<file path="config.mk">
export PLATFORM = sky130hd
export DESIGN_NAME = md_ctrl
export DESIGN_NICKNAME = d
export VERILOG_FILES = /design/src/rtl/md_ctrl.sv
export SDC_FILE = /design/constraint.sdc
export NUM_CORES = 1
export LEC_CHECK = 0
export CAP_MARGIN = 20
export CORE_MARGIN = 10
export CORE_UTILIZATION = 53
export CTS_BUF_LIST = sky130_fd_sc_hd__clkbuf_8
export DETAILED_ROUTE_END_ITERATION = 8
export MAX_ROUTING_LAYER = met4
export PLACE_DENSITY = 0.95
export SYNTH_ARGS = -nofsm -noshare
export SYNTH_HDL_FRONTEND = slang
export SYNTH_SLANG_ARGS = --single-unit
</file>
<file path="constraint.sdc">
create_clock -name clk -period 5.5 [get_ports clk]
set_clock_uncertainty 0.05 [all_clocks]
set_input_delay 1.1 -clock clk [delete_from_list [all_inputs] [get_ports clk]]
set_output_delay 1.1 -clock clk [all_outputs]
set_load 0.01 [all_outputs]
</file>
<file path="src/rtl/md_ctrl.sv">
// HI/LO multiply/divide sequencing controller.
// Issues one start pulse per accepted mult/div-class operation, counts its
// latency, pulses the HI/LO commit, and stalls HI/LO users in D meanwhile.
module md_ctrl #(
   parameter int unsigned MULT_LAT = 5,
   parameter int unsigned DIV_LAT  = 10,
   parameter int unsigned CNT_W    = 4
) (
   input  logic       clk,
   input  logic       reset,
   input  logic       op_valid,
   input  logic [3:0] op_code,
   input  logic       inter,
   input  logic       d_uses_hilo,
   output logic       md_start,
   output logic [2:0] md_kind,
   output logic       md_commit,
   output logic       wr_hi,
   output logic       wr_lo,
   output logic       busy,
   output logic       stall_d,
   output logic       err
);

   typedef enum logic [1:0] {IDLE, RUN, DONE} state_t;

   localparam logic [CNT_W-1:0] MULT_CNT = CNT_W'(MULT_LAT - 1);
   localparam logic [CNT_W-1:0] DIV_CNT  = CNT_W'(DIV_LAT - 1);

   state_t           state;
   logic [CNT_W-1:0] cnt;
   logic [2:0]       kind_r;

   logic             acc;
   logic             is_mult;
   logic             is_div;
   logic [2:0]       dec_kind;
   logic [CNT_W-1:0] lat_m1;

   // Decode the E-stage opcode into a datapath kind and latency class.
   always_comb begin
      is_mult  = 1'b0;
      is_div   = 1'b0;
      dec_kind = '0;
      case (op_code)
         4'd1: begin is_mult = 1'b1; dec_kind = 3'd0; end
         4'd2: begin is_mult = 1'b1; dec_kind = 3'd1; end
         4'd3: begin is_div  = 1'b1; dec_kind = 3'd2; end
         4'd4: begin is_div  = 1'b1; dec_kind = 3'd3; end
         4'd5: begin is_mult = 1'b1; dec_kind = 3'd4; end
         4'd6: begin is_mult = 1'b1; dec_kind = 3'd5; end
         default: ;
      endcase
      lat_m1 = is_div ? DIV_CNT : MULT_CNT;
   end

   // Issue, write-enable and occupancy outputs derived from acceptance and state.
   always_comb begin
      acc       = op_valid & ~inter & (state == IDLE);
      md_start  = acc & (is_mult | is_div);
      wr_hi     = acc & (op_code == 4'd7);
      wr_lo     = acc & (op_code == 4'd8);
      md_kind   = md_start ? dec_kind : kind_r;
      md_commit = (state == DONE);
      busy      = md_start | (state != IDLE);
      stall_d   = busy & d_uses_hilo;
   end

   // Sequencing FSM: latency counter, latched kind and sticky protocol error.
   always_ff @(posedge clk or posedge reset) begin
      if (reset) begin
         state  <= IDLE;
         cnt    <= '0;
         kind_r <= '0;
         err    <= 1'b0;
      end else begin
         case (state)
            IDLE: begin
               if (md_start) begin
                  kind_r <= dec_kind;
                  cnt    <= lat_m1;
                  state  <= (lat_m1 == '0) ? DONE : RUN;
               end
               if (acc && (op_code > 4'd8))
                  err <= 1'b1;
            end
            RUN: begin
               cnt <= cnt - 1'b1;
               if (cnt == CNT_W'(1))
                  state <= DONE;
            end
            DONE: begin
               cnt   <= '0;
               state <= IDLE;
            end
            default: state <= IDLE;
         endcase
         // A new HI/LO operation while occupied is dropped and flagged.
         if (op_valid && !inter && (op_code != 4'd0) && (state != IDLE))
            err <= 1'b1;
      end
   end

endmodule

</file>
==> reports/results.tsv, run 1 <==
stage	metric	value	unit
route	vias	731	
clock_tree	h-tree-depth	1	
pwr	peakVddDrop	0.000239	V
job	drv_cap	0	
route	first_pass_iters	4	
yosys	yosysSeqAreaShare	0.340	
finish	area_growth_syn_to_layout	34.0	%
yosys	synth-xor-area-share	0	
worst_setup_path	crit_buf_inv	2	
worst_setup_path	critPathMaxStageDelay	0.61	ns
worst_setup_path	cp-start-kind	input pin	
worst_setup_path	cp_slowest_cell	nor3_1	
timing	worstMarginPinSlew	0.631	ns
yosys	yosysTopAreaCell	dfrtp_1	
yosys	synth_fp_nets	98	
global_routing	antenna_found_initial	0	
placement	dp_hpwl	1.45	mm
yosys	synthAdderAreaFrac	0.102	
clock_tree	clk_latency	0.24	ns
yosys	synth_top_family_by_area	compound AO/OA/AOI/OAI gates	
yosys	syn_avg_cell_area	8.86	um2
min_path	hold_class	flip-flop to flip-flop	
timing	maxClockFrequency	216	MHz
worst_setup_path	cp.required	4.35	ns
worst_setup_path	path_cells	clkdlybuf4s50_1, nor3_1, o21ai_0, o21a_1, a22oi_1, clkdlybuf4s50_1	
pwr	p_total	424	uW
global_routing	grt_max_degree	13	
global_routing	first_global_vias	702	
clock_tree	cts_resized	0	
global_routing	grt_pass1_wl	3.15	mm
timing	fin_crit	4.62	ns
finish	nNetsFinal	120	
yosys	synth_top_cells_by_area	dfrtp_1 34%, ha_1 10%, inv_1 5.1%, a21oi_1 4.8%, o31ai_1 4.1%	
timing	hold_viol_final	0	
clock_tree	ctsHoldBuffers	0	
finish	final_util	0.758	
global_routing	grt_util_all_layers	0.120	
timing	finalMaxSlewViolations	0	
placement	pre_cts_slack	0.919	ns
clock_tree	cts_tree	built	
floorplan	rows	13	
clock_tree	cts_setup_buffers	0	
floorplan	die_h	57.3	um
timing	setup-tns-final	0	ns
worst_setup_path	path_depth	6	
worst_setup_path	path_max_fanout	12	
global_routing	overflow	0	
yosys	ys_ff_latch	10	
placement	gp_congestion	0.824	
finish	drive_gt1_frac	0.0769	
timing	setup_viol	0	
worst_setup_path	crit_family	buffers and inverters	
worst_setup_path	cpMostUsedCell	clkdlybuf4s50_1	
route	drc	0	
outcome	outcome	finished, final reports clean	
timing	min_period_over_period	0.840	
worst_setup_path	arrival	3.47	ns
floorplan	chipWidth	57.3	um
floorplan	core_region_area	0.00130	mm2
clock_tree	tritoncts_num_sinks	10	
route	viasPerCell	6.14	
floorplan	initial_utilization	0.565	
clock_tree	cts_buffer_depth	2	
yosys	ys_types	32	
yosys	synth_cells	83	
floorplan	die_area	0.00328	mm2
yosys	synth.area.mux_share	0.0153	
timing	max_slew_margin	0.576	
yosys	ys_warn_count	0	
yosys	synth_simple_gate_area_share	0.207	
clock_tree	numCtsBuffers	3	
yosys	synth_compound_area_frac	0.279	
min_path	whs_path_depth	1	
yosys	synth_top_area_share	0.340	
route	wl	1.88	mm
yosys	netlist_area	736	um2
placement	io_buffers	18	
worst_setup_path	worstSetupPathType	input pin to output pin	
timing	setup_slack	0.879	ns
worst_setup_path	endpoint_kind	output pin	
clock_tree	clkSlewWorstSetupHoldPaths	0.05	ns
pwr	leakage	0.000431	uW
finish	antenna_cells	0	
route	wl_per_cell	15.8	um
worst_setup_path	reg2regPathDepth	6	
timing	grt_setup_unrepaired	no	
route	drtIter0Drc	15	
pwr	power_density	430	mW/mm2
clock_tree	cts_root_buffer	clkbuf_8	
route	final_antenna_net_count	0	
floorplan	io_pins	19	
state kept, by name, summed over array words and instances (netlist names):
register and cells:
err 1, state 2, cnt 4, kind_r 3
layer usage:
metal / routed length [um] / GRT usage / vias up
met3: 79 / 0.0398 / 5
met2: 907 / 0.189 / 17
li1: - / - / 351
met4: 33 / 0.0570 / 0
met1: 856 / 0.132 / 358
met5: 0 / - / -
cell usage after synthesis:
cell type and n:
nor3_1 2, or3b_1 1, o22a_2 1, and3_1 2, o21bai_1 1, nor3b_1 1, nor2_1 7, o21ai_0 5
o21a_1 1, inv_1 10, and2_1 2, ha_1 6, nor2b_1 1, a22oi_1 2, dfrtp_1 10, a21boi_0 1
nand2_1 2, o22ai_1 4, and4bb_2 1, o41ai_1 1, clkbuf_1 1, or4_1 1, o32a_1 1, nand2b_1 1
nand4bb_1 1, nor4b_1 2, mux2_2 1, o31ai_1 4, or3_1 1, o31a_4 1, a21oi_1 7, a31oi_1 1
where the power goes:
group / switching (uW) / total [uW] / internal [uW]
Combinational: 113 / 216 / 103
Sequential: 18.2 / 114 / 96.2
Clock: 30.7 / 93.8 / 63.1
Total: 162 / 424 / 262
worst reg2reg max path, stage by stage (launching register included):
cell and delay (ns):
dfrtp_1 0.41, inv_1 0.10, ha_1 0.26, nand4bb_1 0.28, o21ai_0 0.37, o21a_1 0.19, a22oi_1 0.07
layout make-up:
cell class              count  area [um2]
multi-input cells          62         444
well taps                  15        18.8
fillers                    82         315
repair buffers             18         180
clock buffers               4        55.1
flip-flops and latches     10         250
inverters                  10        37.5
cell usage in the layout (no fill, tap or decap), types with 2 or more instances in the layout:
cell / netlist / routed
a21oi_1: 7 / 7
a22oi_1: 2 / 2
and2_1: 2 / 2
and3_1: 2 / 2
clkbuf_8: 0 / 4
clkdlybuf4s50_1: 0 / 18
dfrtp_1: 10 / 10
ha_1: 6 / 6
inv_1: 10 / 10
nand2_1: 2 / 2
nor2_1: 7 / 7
nor3_1: 2 / 2
nor4b_1: 2 / 2
o21ai_0: 5 / 5
o22ai_1: 4 / 4
o31ai_1: 4 / 4
final timing paths:
path | start | to | slack (ns)
min in group asynchronous | reset | cnt[1] | 1.09
max in group asynchronous | reset | state[0] | 4.04
max reg2reg | state[0] | kind_r[2] | 3.62
max | op_code[1] | md_kind[2] | 0.88
min | err | err | 0.43
min reg2reg | err | err | 0.43
cell families (layout without fill, tap and decap cells):
kind of cell / count (synthesis) / count (layout)
muxes: 1 / 1
and+or+nand+nor: 25 / 25
AOI/OAI and AO/OA: 30 / 30
adders and majority gates: 6 / 6
DFF: 10 / 10
buffers and inverters: 11 / 32
metrics by stage:
step           area, um2  instances  hold slack (ns)
3_5_place_dp         931        115            0.416
2_1_floorplan        736         83            0.440
6_report             986        119            0.430
5_1_grt              986        119            0.451
3_3_place_gp         931        115            0.411
4_1_cts              986        119            0.430
Power figures use the tool's default switching activity.
==> inputs of run 2 (changes only) <==
Settings changed: CORE_ASPECT_RATIO set to 1.2, CORE_UTILIZATION 53 to 45, PLACE_DENSITY 0.95 to 0.87.
Clock period 5.5 ns to 4 ns, I/O delays scaled along.
==> run 2 against run 1 <==
- setup slack worse by 0.57 ns
- hold slack worse by 0.0065 ns
- combinational power is 37% higher
- clock power is 34% higher
- cell area is 1.8% higher
- die area is 12% higher
- non-clock buffer count is 2 higher
- global-route usage is 2.1 points lower
- clock-buffer cell count stayed put
- power is 36% higher
- sequential power is 38% higher
==> reports/results.tsv, run 2 (same netlist as run 1, synthesis figures left out) <==
stage	metric	value	unit	change
global_routing	overflow	0		unchanged
clock_tree	cts_root_buffer	clkbuf_8		unchanged
timing	grt_setup_unrepaired	no		unchanged
route	drtIter0Drc	19		was 15
finish	drive_gt1_frac	0.0943		was 0.0769
worst_setup_path	cp-start-kind	input pin		unchanged
placement	io_buffers	18		unchanged
outcome	outcome	finished, final reports clean		unchanged
finish	antenna_cells	0		unchanged
route	first_pass_iters	4		unchanged
finish	final_common_cell	clkdlybuf4s50_1		unchanged
global_routing	first_global_vias	693		was 702
worst_setup_path	crit_buf_inv	2		unchanged
finish	max_flop_register	cnt		unchanged
finish	final_area	0.00100	mm2	was 986 um2
pwr	leakage	0.000441	uW	was 0.000431 uW
clock_tree	ctsHoldBuffers	0		unchanged
timing	maxClockFrequency	271	MHz	
route	wl_per_cell	14.6	um	was 15.8 um
clock_tree	cts_tree	built		unchanged
placement	dpl-instance-area	948	um2	was 931 um2
route	drc	0		unchanged
clock_tree	cts_setup_buffers	0		unchanged
timing	setup_viol	0		unchanged
clock_tree	h-tree-depth	1		unchanged
finish	area_growth_syn_to_layout	36.4	%	was 34.0%
floorplan	die_area	0.00366	mm2	was 0.00328 mm2
worst_setup_path	crit_family	buffers and inverters		unchanged
worst_setup_path	worstSetupPathType	input pin to output pin		unchanged
global_routing	grt_max_degree	11		was 13
global_routing	grt_util_all_layers	0.0983		was 0.120
placement	dp_hpwl	1.39	mm	was 1.45 mm
route	wl	1.79	mm	was 1.88 mm
clock_tree	tritoncts_num_sinks	10		unchanged
clock_tree	cts_buffer_depth	2		unchanged
worst_setup_path	path_cells	clkdlybuf4s50_1, nand4bb_1, o21ai_0, o21a_1, a22oi_1, clkdlybuf4s50_1		was clkdlybuf4s50_1, nor3_1, o21ai_0, o21a_1, a22oi_1, clkdlybuf4s50_1
clock_tree	cts_resized	0		unchanged
timing	hold_viol_final	0		unchanged
min_path	hold_class	flip-flop to flip-flop		unchanged
finish	mostFrequentLayoutCells	18 x clkdlybuf4s50_1, 10 x inv_1, 10 x dfrtp_1, 7 x a21oi_1, 7 x nor2_1		unchanged
timing	min_period_over_period	0.922		
clock_tree	clk_latency	0.23	ns	was 0.24 ns
floorplan	core_region_area	0.00148	mm2	was 0.00130 mm2
clock_tree	clkSlewWorstSetupHoldPaths	0.05	ns	about the same
worst_setup_path	arrival	2.84	ns	was 3.47 ns
finish	nNetsFinal	122		was 120
pwr	power_density	576	mW/mm2	was 430 mW/mm2
placement	gp_congestion	0.839		was 0.824
floorplan	rows	15		was 13
route	vias	715		was 731
timing	setup-tns-final	0	ns	unchanged
floorplan	initial_utilization	0.496		was 0.565
worst_setup_path	critPathMaxStageDelay	0.51	ns	was 0.61 ns
finish	final_util	0.677		was 0.758
pwr	peakVddDrop	0.000332	V	was 0.000239 V
worst_setup_path	cpMostUsedCell	clkdlybuf4s50_1		unchanged
floorplan	io_pins	19		unchanged
timing	fin_crit	3.69	ns	
worst_setup_path	endpoint_kind	output pin		unchanged
worst_setup_path	path_max_fanout	7		was 12
route	viasPerCell	5.81		was 6.14
job	drv_cap	0		unchanged
floorplan	die_h	64.3	um	was 57.3 um
worst_setup_path	cp_slowest_cell	clkdlybuf4s50_1		was nor3_1
clock_tree	numCtsBuffers	3		unchanged
timing	finalMaxSlewViolations	0		unchanged
timing	max_slew_margin	0.747		was 0.576
route	final_antenna_net_count	0		unchanged
finish	largest_reg_flops	4		unchanged
floorplan	chipWidth	56.9	um	was 57.3 um
global_routing	antenna_found_initial	0		unchanged
timing	worstMarginPinSlew	0.376	ns	was 0.631 ns
global_routing	grt_pass1_wl	2.99	mm	was 3.15 mm
worst_setup_path	cp.required	3.15	ns	was 4.35 ns
finish	top_regs	cnt: 4 flops, kind_r: 3 flops, state: 2 flops		unchanged
==> run 2: cell count changes in the layout (fill, tap and decap cells not counted), sizes merged <==
cell / previous run / this run
buf: 0 / 2
==> run 2: routing by layer <==
layer | vias to the layer above | wire length (um) | GRT usage
met5 | - | 0 | -
met4 | 0 | 21 | 0.0500
met3 | 4 | 129 | 0.0336
met2 | 22 | 811 | 0.156
met1 | 337 | 829 | 0.105
li1 | 352 | - | -
==> run 2: power by group <==
group	switching, uW	internal [uW]
registers	24.6	132
clock network	39.8	86.5
logic	153	142
total	218	361
==> run 2: final timing paths <==
path / from / end / slack, ns / cells past startpoint
min reg2reg: err / err / 0.42 / 1
max reg2reg: state[0] / kind_r[2] / 2.12 / 6
min: err / err / 0.42 / 1
max in group asynchronous: reset / state[0] / 2.84 / 2
min in group asynchronous: reset / kind_r[0] / 0.79 / 2
max: op_code[3] / md_kind[2] / 0.31 / 6
==> run 2: final cells by class <==
cell class | count | area, um2
inverters | 10 | 37.5
multi-input cells | 62 | 444
fillers | 123 | 479
well taps | 17 | 21.3
repair buffers | 20 | 195
clock buffers | 4 | 55.1
flip-flops and latches | 10 | 250
==> run 2: worst reg2reg max path: cells and delay by family, from the launching register on <==
family / cells / cell delay [ns]
AOI/OAI and AO/OA: 3 / 0.65
adders and majority gates: 1 / 0.27
buffers and inverters: 1 / 0.09
DFF: 1 / 0.41
and+or+nand+nor: 1 / 0.29
==> run 2: stage by stage <==
step	hold slack [ns]	power (uW)	cells	setup slack, ns
5_1_grt	0.463	623	123	0.167
3_5_place_dp	0.422	451	119	0.328
6_report	0.424	578	123	0.314
2_1_floorplan	0.440	348	83	1.32
4_1_cts	0.429	581	123	0.329
3_3_place_gp	0.409	440	119	0.371
==> inputs of run 3 (changes only) <==
Settings changed: CORE_AREA set to 10 10 47 49, CORE_ASPECT_RATIO 1.2 to not set, CORE_MARGIN 10 to not set, CORE_UTILIZATION 45 to not set, DIE_AREA set to 0 0 57 59, DONT_BUFFER_PORTS set to 1, PLACE_DENSITY 0.87 to 0.82.
==> run 3 against run 2 <==
- clock power hardly changed
- global-route usage rose by 0.075 points
- largest cell class unchanged
- critical endpoint unchanged
- power fell by 10%
- hold slack worse by 0.046 ns
- largest power group unchanged
- via count decreased by 9.5%
==> reports/results.tsv, run 3 (same netlist as run 1, synthesis figures left out) <==
stage	metric	value	unit	change
clock_tree	cts_root_buffer	clkbuf_8		unchanged
global_routing	overflow	0		unchanged
worst_setup_path	crit_buf_inv	0		was 2
finish	nNetsFinal	102		was 122
worst_setup_path	cp_slowest_cell	nor3_1		was clkdlybuf4s50_1
floorplan	rows	14		was 15
floorplan	die_h	59	um	was 64.3 um
finish	max_flop_register	cnt		unchanged
clock_tree	cts_tree	built		unchanged
route	drc	0		unchanged
placement	pre_cts_slack	1.07	ns	was 0.328 ns
worst_setup_path	cp.required	3.15	ns	about the same
global_routing	grt_util_all_layers	0.0990		was 0.0983
floorplan	initial_utilization	0.525		was 0.496
clock_tree	cts_resized	0		unchanged
timing	finalMaxSlewViolations	0		unchanged
route	drtIter0Drc	8		was 19
clock_tree	clkSlewWorstSetupHoldPaths	0.05	ns	about the same
clock_tree	cts_buffer_depth	2		unchanged
global_routing	grt_max_degree	13		was 11
placement	io_buffers	0		was 18
route	vias	647		was 715
timing	holdWs	0.378	ns	was 0.424 ns
route	wl	1.59	mm	was 1.79 mm
worst_setup_path	worstSetupPathType	input pin to output pin		unchanged
floorplan	chipWidth	57	um	was 56.9 um
floorplan	core_region_area	0.00140	mm2	was 0.00148 mm2
finish	antenna_cells	0		unchanged
clock_tree	cts_setup_buffers	0		unchanged
clock_tree	h-tree-depth	1		unchanged
placement	dp_hpwl	1.29	mm	was 1.39 mm
worst_setup_path	path_max_fanout	6		was 7
pwr	leakage	0.000363	uW	was 0.000441 uW
finish	largest_reg_flops	4		unchanged
job	drv_cap	0		unchanged
route	final_antenna_net_count	0		unchanged
timing	worstMarginPinSlew	0.625	ns	was 0.376 ns
route	wl_per_cell	15.6	um	was 14.6 um
worst_setup_path	cp-start-kind	input pin		unchanged
clock_tree	clk_latency	0.23	ns	about the same
route	first_pass_iters	4		unchanged
worst_setup_path	crit_family	compound AO/OA/AOI/OAI gates		was buffers and inverters
finish	mostFrequentLayoutCells	10 x inv_1, 10 x dfrtp_1, 7 x a21oi_1, 7 x nor2_1, 6 x ha_1		was 18 x clkdlybuf4s50_1, 10 x inv_1, 10 x dfrtp_1, 7 x a21oi_1, 7 x nor2_1
pwr	peakVddDrop	0.000286	V	was 0.000332 V
timing	setup-tns-final	0	ns	unchanged
floorplan	die_area	0.00336	mm2	was 0.00366 mm2
placement	gp_congestion	0.864		was 0.839
worst_setup_path	path_cells	nor3_1, o21ai_0, o21a_1, a22oi_1		was clkdlybuf4s50_1, nand4bb_1, o21ai_0, o21a_1, a22oi_1, clkdlybuf4s50_1
timing	setup_slack	1.09	ns	was 0.314 ns
worst_setup_path	endpoint_kind	output pin		unchanged
timing	max_slew_margin	0.578		was 0.747
floorplan	io_pins	19		unchanged
global_routing	first_global_vias	601		was 693
clock_tree	ctsHoldBuffers	0		unchanged
finish	drive_gt1_frac	0.0930		was 0.0943
finish	top_regs	cnt: 4 flops, kind_r: 3 flops, state: 2 flops		unchanged
timing	hold_viol_final	0		unchanged
placement	dpl-instance-area	752	um2	was 948 um2
outcome	outcome	finished, final reports clean		unchanged
finish	final_util	0.576		was 0.677
worst_setup_path	r2r-start	state[0]		unchanged
timing	setup_viol	0		unchanged
min_path	hold_class	input pin to async pin		was flip-flop to flip-flop
route	viasPerCell	6.34		was 5.81
pwr	power_density	643	mW/mm2	was 576 mW/mm2
global_routing	antenna_found_initial	0		unchanged
worst_setup_path	critPathMaxStageDelay	0.50	ns	was 0.51 ns
worst_setup_path	rrSetupSlack	2.12	ns	about the same
worst_setup_path	reg2regPathDepth	6		unchanged
clock_tree	numCtsBuffers	3		unchanged
finish	final_area	807	um2	was 0.00100 mm2
timing	maxClockFrequency	343	MHz	was 271 MHz
finish	area_growth_syn_to_layout	9.69	%	was 36.4%
worst_setup_path	rr_endpoint	kind_r[2]		unchanged
timing	grt_setup_unrepaired	no		unchanged
worst_setup_path	arrival	2.06	ns	was 2.84 ns
timing	min_period_over_period	0.728		was 0.922
timing	fin_crit	2.91	ns	was 3.69 ns
global_routing	grt_pass1_wl	2.66	mm	was 2.99 mm
clock_tree	tritoncts_num_sinks	10		unchanged
-- run 3: cell types whose count changed in the layout (fill, tap and decap cells not counted) --
| cell | previous run | this run |
|---|---|---|
| clkdlybuf4s50_1 | 18 | 0 |
| buf_4 | 2 | 0 |
-- run 3: worst max path at each step --
stage | startpoint | to | slack (ns) | depth (start not counted)
after floorplan | op_code[2] | md_kind[2] | 1.32 | 4
after global placement | op_code[2] | md_kind[2] | 1.14 | 4
after detailed placement | op_code[2] | md_kind[2] | 1.07 | 4
after CTS | op_code[2] | md_kind[2] | 1.06 | 4
after global routing | op_code[2] | md_kind[2] | 0.96 | 4
final | op_code[2] | md_kind[2] | 1.09 | 4
-- run 3: area by class of cell --
type                            count  area, um2
Tap cell                           16       20.0
Sequential cell                    10        250
Clock buffer                        4       55.1
Multi-Input combinational cell     62        444
Inverter                           10       37.5
Fill cell                         130        594
-- run 3: where the power goes --
part           leakage [uW]  switching [uW]  total, uW  internal, uW
clock             0.0000288            38.2        125          86.4
combinational      0.000206             138        236          98.0
sequential         0.000128            25.5        158           132
total              0.000363             202        519           317
-- run 3: stage by stage --
step	total power, uW	instances
after floorplan	348	83
after global placement	385	98
after detailed placement	396	98
after CTS	525	102
after global routing	566	102
final	519	102
-- run 3: layer usage --
| layer | GRT usage | part of all wire | vias to the layer above |
|---|---|---|---|
| met3 | 0.0343 | 0.080 | 2 |
| li1 | - | - | 314 |
| met4 | 0.0604 | 0.014 | 0 |
| met2 | 0.152 | 0.46 | 20 |
| met1 | 0.108 | 0.45 | 311 |
| met5 | - | 0 | - |
